===== config.mk =====
export PLATFORM = sky130hd
export DESIGN_NAME = ratfl_chkpt_ctrl
export DESIGN_NICKNAME = d
export VERILOG_FILES = /design/src/rtl/buffer_pkgs.sv /design/src/rtl/ratfl_chkpt_cam.sv /design/src/rtl/ratfl_chkpt_ctrl.sv
export SDC_FILE = /design/constraint.sdc
export NUM_CORES = 1
export LEC_CHECK = 0
export BUFFER_PORTS_ARGS = -buffer_cell sky130_fd_sc_hd__buf_2
export CORE_AREA = 2 2 251 315
export DETAILED_ROUTE_END_ITERATION = 12
export DIE_AREA = 0 0 253 317
export GPL_TIMING_DRIVEN = 1
export HOLD_SLACK_MARGIN = 0.06
export PLACE_DENSITY = 0.68
export SLEW_MARGIN = 0
export SYNTH_ARGS = -nofsm -noshare
export SYNTH_HDL_FRONTEND = slang
export SYNTH_SLANG_ARGS = --single-unit

===== constraint.sdc =====
create_clock -name clk_i -period 19.7 [get_ports clk_i]
set_clock_uncertainty 0.1 [all_clocks]
set_input_delay 3.94 -clock clk_i [delete_from_list [all_inputs] [get_ports clk_i]]
set_output_delay 3.94 -clock clk_i [all_outputs]
set_load 0.005 [all_outputs]

===== src/rtl/buffer_pkgs.sv =====
// Shared types for the rename checkpoint store: physical-register sizing,
// the snapshot record and the checkpoint controller state encoding.
package buffer_pkgs;

  localparam int PREGS  = 64;
  localparam int PREG_W = $clog2(PREGS);
  localparam int CNT_W  = $clog2(PREGS) + 1;
  localparam int MAP_W  = 32 * PREG_W;

  typedef struct packed {
    logic [MAP_W-1:0]  map;
    logic [PREG_W-1:0] fl_head;
    logic [PREG_W-1:0] fl_tail;
    logic [CNT_W-1:0]  fl_free_count;
  } ratfl_chkpt_t;

  typedef enum logic {
    CK_IDLE,
    CK_RECOVER
  } ck_state_e;

endpackage


===== src/rtl/ratfl_chkpt_cam.sv =====
// Tag match across valid checkpoint slots. The lowest matching index wins
// the one-hot vector; multi flags a duplicate tag among valid slots.
module ratfl_chkpt_cam #(
  parameter int CHKPT_DEPTH = 4,
  parameter int TAG_W       = 4
) (
  input  logic [CHKPT_DEPTH-1:0]            valid,
  input  logic [CHKPT_DEPTH-1:0][TAG_W-1:0] tags,
  input  logic [TAG_W-1:0]                  query,
  output logic [CHKPT_DEPTH-1:0]            hit_vec,
  output logic                              hit,
  output logic                              multi
);

  localparam logic [CHKPT_DEPTH-1:0] ONE = {{(CHKPT_DEPTH-1){1'b0}}, 1'b1};

  logic [CHKPT_DEPTH-1:0] raw;

  always_comb begin
    raw = '0;
    for (int i = 0; i < CHKPT_DEPTH; i++) begin
      raw[i] = valid[i] && (tags[i] == query);
    end
    hit_vec = raw & (~raw + ONE);
    hit     = |raw;
    multi   = |(raw & ~hit_vec);
  end

endmodule


===== src/rtl/ratfl_chkpt_ctrl.sv =====
// Branch checkpoint store for rename RAT/free-list state with one-cycle
// mispredict recovery. Optional sticky err_o when RATFL_CHKPT_ERR_EN is defined.
module ratfl_chkpt_ctrl
  import buffer_pkgs::*;
#(
  parameter int CHKPT_DEPTH = 4,
  parameter int TAG_W       = 4
) (
  input  logic              clk_i,
  input  logic              rst_i,
  input  logic              chkpt_we_i,
  input  logic [TAG_W-1:0]  chkpt_tag_i,
  input  logic [MAP_W-1:0]  chkpt_rat_map_i,
  input  logic [PREG_W-1:0] chkpt_fl_head_i,
  input  logic [PREG_W-1:0] chkpt_fl_tail_i,
  input  logic [CNT_W-1:0]  chkpt_fl_free_count_i,
  input  logic              br_valid_i,
  input  logic [TAG_W-1:0]  br_tag_i,
  input  logic              br_mispredict_i,
  output logic              chkpt_full_o,
  output logic              rat_recover_o,
  output logic [MAP_W-1:0]  rat_recover_map_o,
  output logic              fl_recover_o,
  output logic [PREG_W-1:0] fl_recover_head_o,
  output logic [PREG_W-1:0] fl_recover_tail_o,
  output logic [CNT_W-1:0]  fl_recover_free_count_o
`ifdef RATFL_CHKPT_ERR_EN
  ,
  output logic              err_o
`endif
);

  localparam int IDX_W = $clog2(CHKPT_DEPTH);
  localparam int OCC_W = IDX_W + 1;
  localparam logic [OCC_W-1:0] FULL_OCC = OCC_W'(CHKPT_DEPTH);

  ck_state_e                         state_q;
  logic [CHKPT_DEPTH-1:0]            valid_q;
  logic [CHKPT_DEPTH-1:0][TAG_W-1:0] tag_q;
  ratfl_chkpt_t                      data_q [CHKPT_DEPTH];
  logic [IDX_W-1:0]                  head_q;
  logic [IDX_W-1:0]                  tail_q;
  logic [OCC_W-1:0]                  occ_q;
  ratfl_chkpt_t                      rec_q;

  logic [CHKPT_DEPTH-1:0] hit_vec;
  logic                   cam_hit;
  logic                   cam_multi;
  logic [IDX_W-1:0]       hit_idx;
  logic [IDX_W-1:0]       m_age;
  logic [CHKPT_DEPTH-1:0] trim_mask;
  logic [CHKPT_DEPTH-1:0] valid_nxt;
  logic [OCC_W-1:0]       occ_nxt;
  logic                   idle;
  logic                   misp_hit;
  logic                   res_hit;
  logic                   wr_en;
  logic                   adv;

  ratfl_chkpt_cam #(
    .CHKPT_DEPTH (CHKPT_DEPTH),
    .TAG_W       (TAG_W)
  ) u_cam (
    .valid   (valid_q),
    .tags    (tag_q),
    .query   (br_tag_i),
    .hit_vec (hit_vec),
    .hit     (cam_hit),
    .multi   (cam_multi)
  );

  assign chkpt_full_o = (occ_q == FULL_OCC);
  assign idle         = (state_q == CK_IDLE);
  assign misp_hit     = idle && br_valid_i && br_mispredict_i && cam_hit;
  assign res_hit      = idle && br_valid_i && !br_mispredict_i && cam_hit;
  // A write racing a mispredict is younger than the branch, so it is wrong-path.
  assign wr_en        = idle && chkpt_we_i && !chkpt_full_o && !misp_hit;

  always_comb begin
    hit_idx = '0;
    for (int i = 0; i < CHKPT_DEPTH; i++) begin
      if (hit_vec[i]) hit_idx = IDX_W'(i);
    end
  end

  assign m_age = hit_idx - head_q;

  // Age relative to head decides which slots are the mispredicted branch or younger.
  always_comb begin
    trim_mask = '0;
    for (int i = 0; i < CHKPT_DEPTH; i++) begin
      trim_mask[i] = (IDX_W'(IDX_W'(i) - head_q) >= m_age);
    end
  end

  always_comb begin
    valid_nxt = valid_q;
    if (res_hit) valid_nxt = valid_nxt & ~hit_vec;
    adv = (occ_q != '0) && !valid_nxt[head_q] && !misp_hit;
    if (wr_en) valid_nxt[tail_q] = 1'b1;
    occ_nxt = occ_q + OCC_W'(wr_en) - OCC_W'(adv);
  end

  always_ff @(posedge clk_i) begin
    if (rst_i) begin
      state_q       <= CK_IDLE;
      valid_q       <= '0;
      head_q        <= '0;
      tail_q        <= '0;
      occ_q         <= '0;
      rat_recover_o <= 1'b0;
      rec_q         <= '0;
    end else begin
      rat_recover_o <= 1'b0;
      if (misp_hit) begin
        state_q       <= CK_RECOVER;
        valid_q       <= valid_q & ~trim_mask;
        tail_q        <= hit_idx;
        occ_q         <= {1'b0, m_age};
        rat_recover_o <= 1'b1;
        rec_q         <= data_q[hit_idx];
      end else begin
        state_q <= CK_IDLE;
        valid_q <= valid_nxt;
        occ_q   <= occ_nxt;
        if (wr_en) tail_q <= tail_q + 1'b1;
        if (adv)   head_q <= head_q + 1'b1;
      end
    end
  end

  // Snapshot payload is not reset; only valid bits qualify it.
  always_ff @(posedge clk_i) begin
    if (wr_en) begin
      tag_q[tail_q]  <= chkpt_tag_i;
      data_q[tail_q] <= '{map:           chkpt_rat_map_i,
                          fl_head:       chkpt_fl_head_i,
                          fl_tail:       chkpt_fl_tail_i,
                          fl_free_count: chkpt_fl_free_count_i};
    end
  end

  assign fl_recover_o            = rat_recover_o;
  assign rat_recover_map_o       = rec_q.map;
  assign fl_recover_head_o       = rec_q.fl_head;
  assign fl_recover_tail_o       = rec_q.fl_tail;
  assign fl_recover_free_count_o = rec_q.fl_free_count;

`ifdef RATFL_CHKPT_ERR_EN
  logic err_evt;

  assign err_evt = idle && ((chkpt_we_i && chkpt_full_o && !misp_hit) ||
                            (br_valid_i && (!cam_hit || cam_multi)));

  always_ff @(posedge clk_i) begin
    if (rst_i)        err_o <= 1'b0;
    else if (err_evt) err_o <= 1'b1;
  end
`else
  logic unused_multi;
  assign unused_multi = cam_multi;
`endif

endmodule


==> impl_metrics.tcl <==
set metrics [dict create \
    drt_iter0_drc 1791 \
    postCtsHoldBufs 0 \
    crit_chain "buf_2, xor2_1, nor4_2, and2_4, buf_12, a21oi_1, inv_8, buf_4, buf_4, mux2i_1, o221ai_1" \
    synth_top_area_share_pct 67.60 \
    synth.distinct_cells 46 \
    cpLargestDelayFamily "buffers and inverters" \
    comb_power_share_pct 6.6 \
    switchingPower_w 0.001130 \
    cts_tree "built" \
    power_frac_seq_pct 54.6 \
    crit_buf_inv 5 \
    dieHeight_um 317 \
    syn_area_per_cell_um2 17.29 \
    min_to "rat_recover_map_o[18]" \
    reg2reg_slack_ns 13.68 \
    die-area_um2 80200 \
    criticalPathCategory "input pin to flip-flop" \
    htreeDepth 3 \
    fin_ws_ns 10.63 \
    cap_viol_max_count 0 \
    grt_pass1_wl_um 133100 \
    wl_um 89700 \
    drv_slew 0 \
    firstDrtPassIters 5 \
    rsz0062_at_grt "no" \
    hold_depth 2 \
    reg2reg_to "rat_recover_map_o[96]" \
    grt_start_max_net_pins 176 \
    ys_ff_latch 1083 \
    crit_fanout 146 \
    grt_pass1_vias 22300 \
    antenna_found_initial 41 \
    r2r-start "tag_q[1]" \
    synth.area.top_cells "edfxtp_1 (68%), dfxtp_1 (12%), mux2i_1 (5.6%)" \
    sw_frac_of_total_pct 22.38 \
    synthArstFlopShare_pct 0 \
    r2r_cells 10 \
    cts-buffers-inserted 100 \
    viasPerCell 5.876 \
    cp.arrival_ns 9.49 \
    dpl_worst_slack_ns 9.703 \
    syn-cell-area_um2 38200 \
    gr-total-overflow 0 \
    cts_resized 0 \
    finalCriticalPeriod_ns 9.068 \
    yosys.area.top_type "edfxtp_1" \
    p_clk_share_pct 38.8 \
    syn_nets 2448 \
    finalHoldViolations 0 \
    clk_pin_slew_worst_paths_ns 0.06 \
    design.portCount 438 \
    min-delay-start "rat_recover_map_o[18]" \
    dp_hpwl_um 48540 \
    worst_setup_path_start_kind "input pin" \
    setup_tns_ns 0 \
    ant_nets 0 \
    yosys-top-cells-count "edfxtp_1 (860), dfxtp_1 (223), nand2_1 (222)" \
    nets 2865 \
    drc 0 \
    vias 21810 \
    multiInputGateArea_um2 7298 \
    crit_slowest_cell "buf_4" \
    wl_per_cell_um 24.17 \
    cpMostUsedCell "buf_4" \
    timing.fmax_ghz 0.1103 \
    portBuffers 437 \
    setup_viol 0 \
    vdd_ir_drop_max_v 0.00008271 \
    p_int_w 0.003918 \
    ff_latch_area_um2 30290 \
    die_w_um 253 \
    grt.total_usage_pct 21.88 \
    power.density_nw_per_um2 112.9 \
    drive_gt1_share_pct 23.41 \
    row_count 114 \
    core_um2 77020 \
    cts_root_buffer "clkbuf_16" \
    yosysMostFrequentCell "edfxtp_1" \
    start_util_pct 49.60 \
    cts.sinks 1083 \
    syn_to_final_growth_pct 17.05 \
    clock_latency_ns 0.68 \
    post-cts-setup-buffers 0 \
    clockBufferDepth 3 \
    synthFlopType "edfxtp_1" \
    cpPeakStageDelay_ns 0.90 \
    worst_pin_slew_ns 1.256 \
    fillCellCount 5768 \
    synth_warnings 0 \
    gp_congestion 0.7404 \
    yosysSeqAreaShare_pct 79.28 \
    cp.required_ns 20.12 \
    p_leak_nw 16.79 \
    hp-class "flip-flop to flip-flop" \
    synthCells 2210 \
    status "complete, no violations" \
    worstSetupEndpointType "flip-flop" \
    fin_crit_sh_pct 46.03 \
    synth-edff-count 860 \
    slew_headroom_pct 16.08 \
]
[per-stage QoR]
step	util [%]	cells	total power (W)	hold WS (ns)	cell area, µm²
detailed placement	53.62	3511	0.003143	0.3440	41300
floorplan	-	2210	0.003028	0.3565	38200
CTS	58.02	3699	0.005083	0.3585	44690
global route	58.05	3707	0.005220	0.3852	44710
finish	58.06	3711	0.005048	0.3553	44720
global placement	53.62	3511	0.003125	0.3379	41300
[worst max path at each step]
stage,startpoint,endpoint,depth (start not counted)
CTS,br_tag_i[0],rat_recover_map_o[107],11
finish,br_tag_i[0],rat_recover_map_o[96],11
detailed placement,br_tag_i[0],rat_recover_map_o[107],11
global route,br_tag_i[1],rat_recover_map_o[96],11
floorplan,br_tag_i[0],data_q[2][0],8
global placement,br_tag_i[1],rat_recover_map_o[76],11
[cells in the final DEF (no fill, tap or decap), types with 3 or more instances in the layout]
master | netlist | routed
a211oi_1 | 6 | 6
a21oi_1 | 6 | 6
a22oi_1 | 211 | 211
and3_4 | 0 | 3
buf_12 | 0 | 4
buf_2 | 47 | 437
buf_4 | 2 | 21
bufinv_16 | 0 | 10
clkbuf_1 | 94 | 21
clkbuf_16 | 0 | 102
clkbuf_8 | 0 | 11
clkinv_1 | 0 | 8
clkinv_2 | 0 | 22
clkinvlp_4 | 0 | 5
dfxtp_1 | 223 | 223
diode_2 | 0 | 12
edfxtp_1 | 860 | 860
ha_1 | 13 | 13
inv_1 | 12 | 12
inv_6 | 0 | 4
mux2i_1 | 212 | 212
nand2_1 | 222 | 221
nor2_1 | 16 | 13
nor2_4 | 0 | 3
nor3_1 | 5 | 5
nor3b_1 | 4 | 4
o221ai_1 | 211 | 211
xnor2_1 | 13 | 13
xor2_1 | 11 | 11
[kinds of logic (layout without fill, tap and decap cells)]
kind of cell	after synthesis	count (layout)	synth area share, %
flops	1083	1083	79.28
compound gates	452	452	9.566
simple gates	265	265	2.823
mux	212	212	5.554
buf+inv	160	663	1.746
xor+xnor	24	24	0.5502
fa+ha+maj	14	14	0.4782
other cells	0	12	0
[layout make-up]
class                           count  area share, %
Multi-Input combinational cell    967          16.32
Tap cell                          986          2.759
Timing Repair Buffer              462          5.422
Clock inverter                     54          1.351
Antenna cell                       12        0.06715
Clock buffer                      134          6.223
Sequential cell                  1083          67.73
Inverter                           13         0.1259
[power groups by stage]
stage / clock, W / sequential, W / combinational (W)
2_1_floorplan: 0 / 0.00284 / 0.000191
3_3_place_gp: 0 / 0.00279 / 0.000333
3_5_place_dp: 0 / 0.00280 / 0.000338
4_1_cts: 0.00199 / 0.00276 / 0.000340
5_1_grt: 0.00208 / 0.00277 / 0.000367
6_report: 0.00196 / 0.00276 / 0.000333
[per-layer routing]
layer  track usage, %  routed length, µm  vias to the layer above
met1            26.89              34720                    11010
met4            7.450               2234                       60
li1                 -                  -                     9694
met3            7.490               8500                      174
met5                0                366                        -
met2            36.31              43880                      864
[registers in the layout, indices dropped and copies added, names as in the netlist]
signal	count
data_q	844
fl_recover_free_count_o	7
fl_recover_head_o	6
fl_recover_tail_o	6
head_q	2
occ_q	3
rat_recover_map_o	192
state_q	1
tag_q	16
tail_q	2
valid_q	4
[tightest hold or removal path: stages, from the launching register on]
cell and delay (ns):
dfxtp_1 0.32, nand2_1 0.05, o221ai_1 0.05
Power figures use the tool's default switching activity.
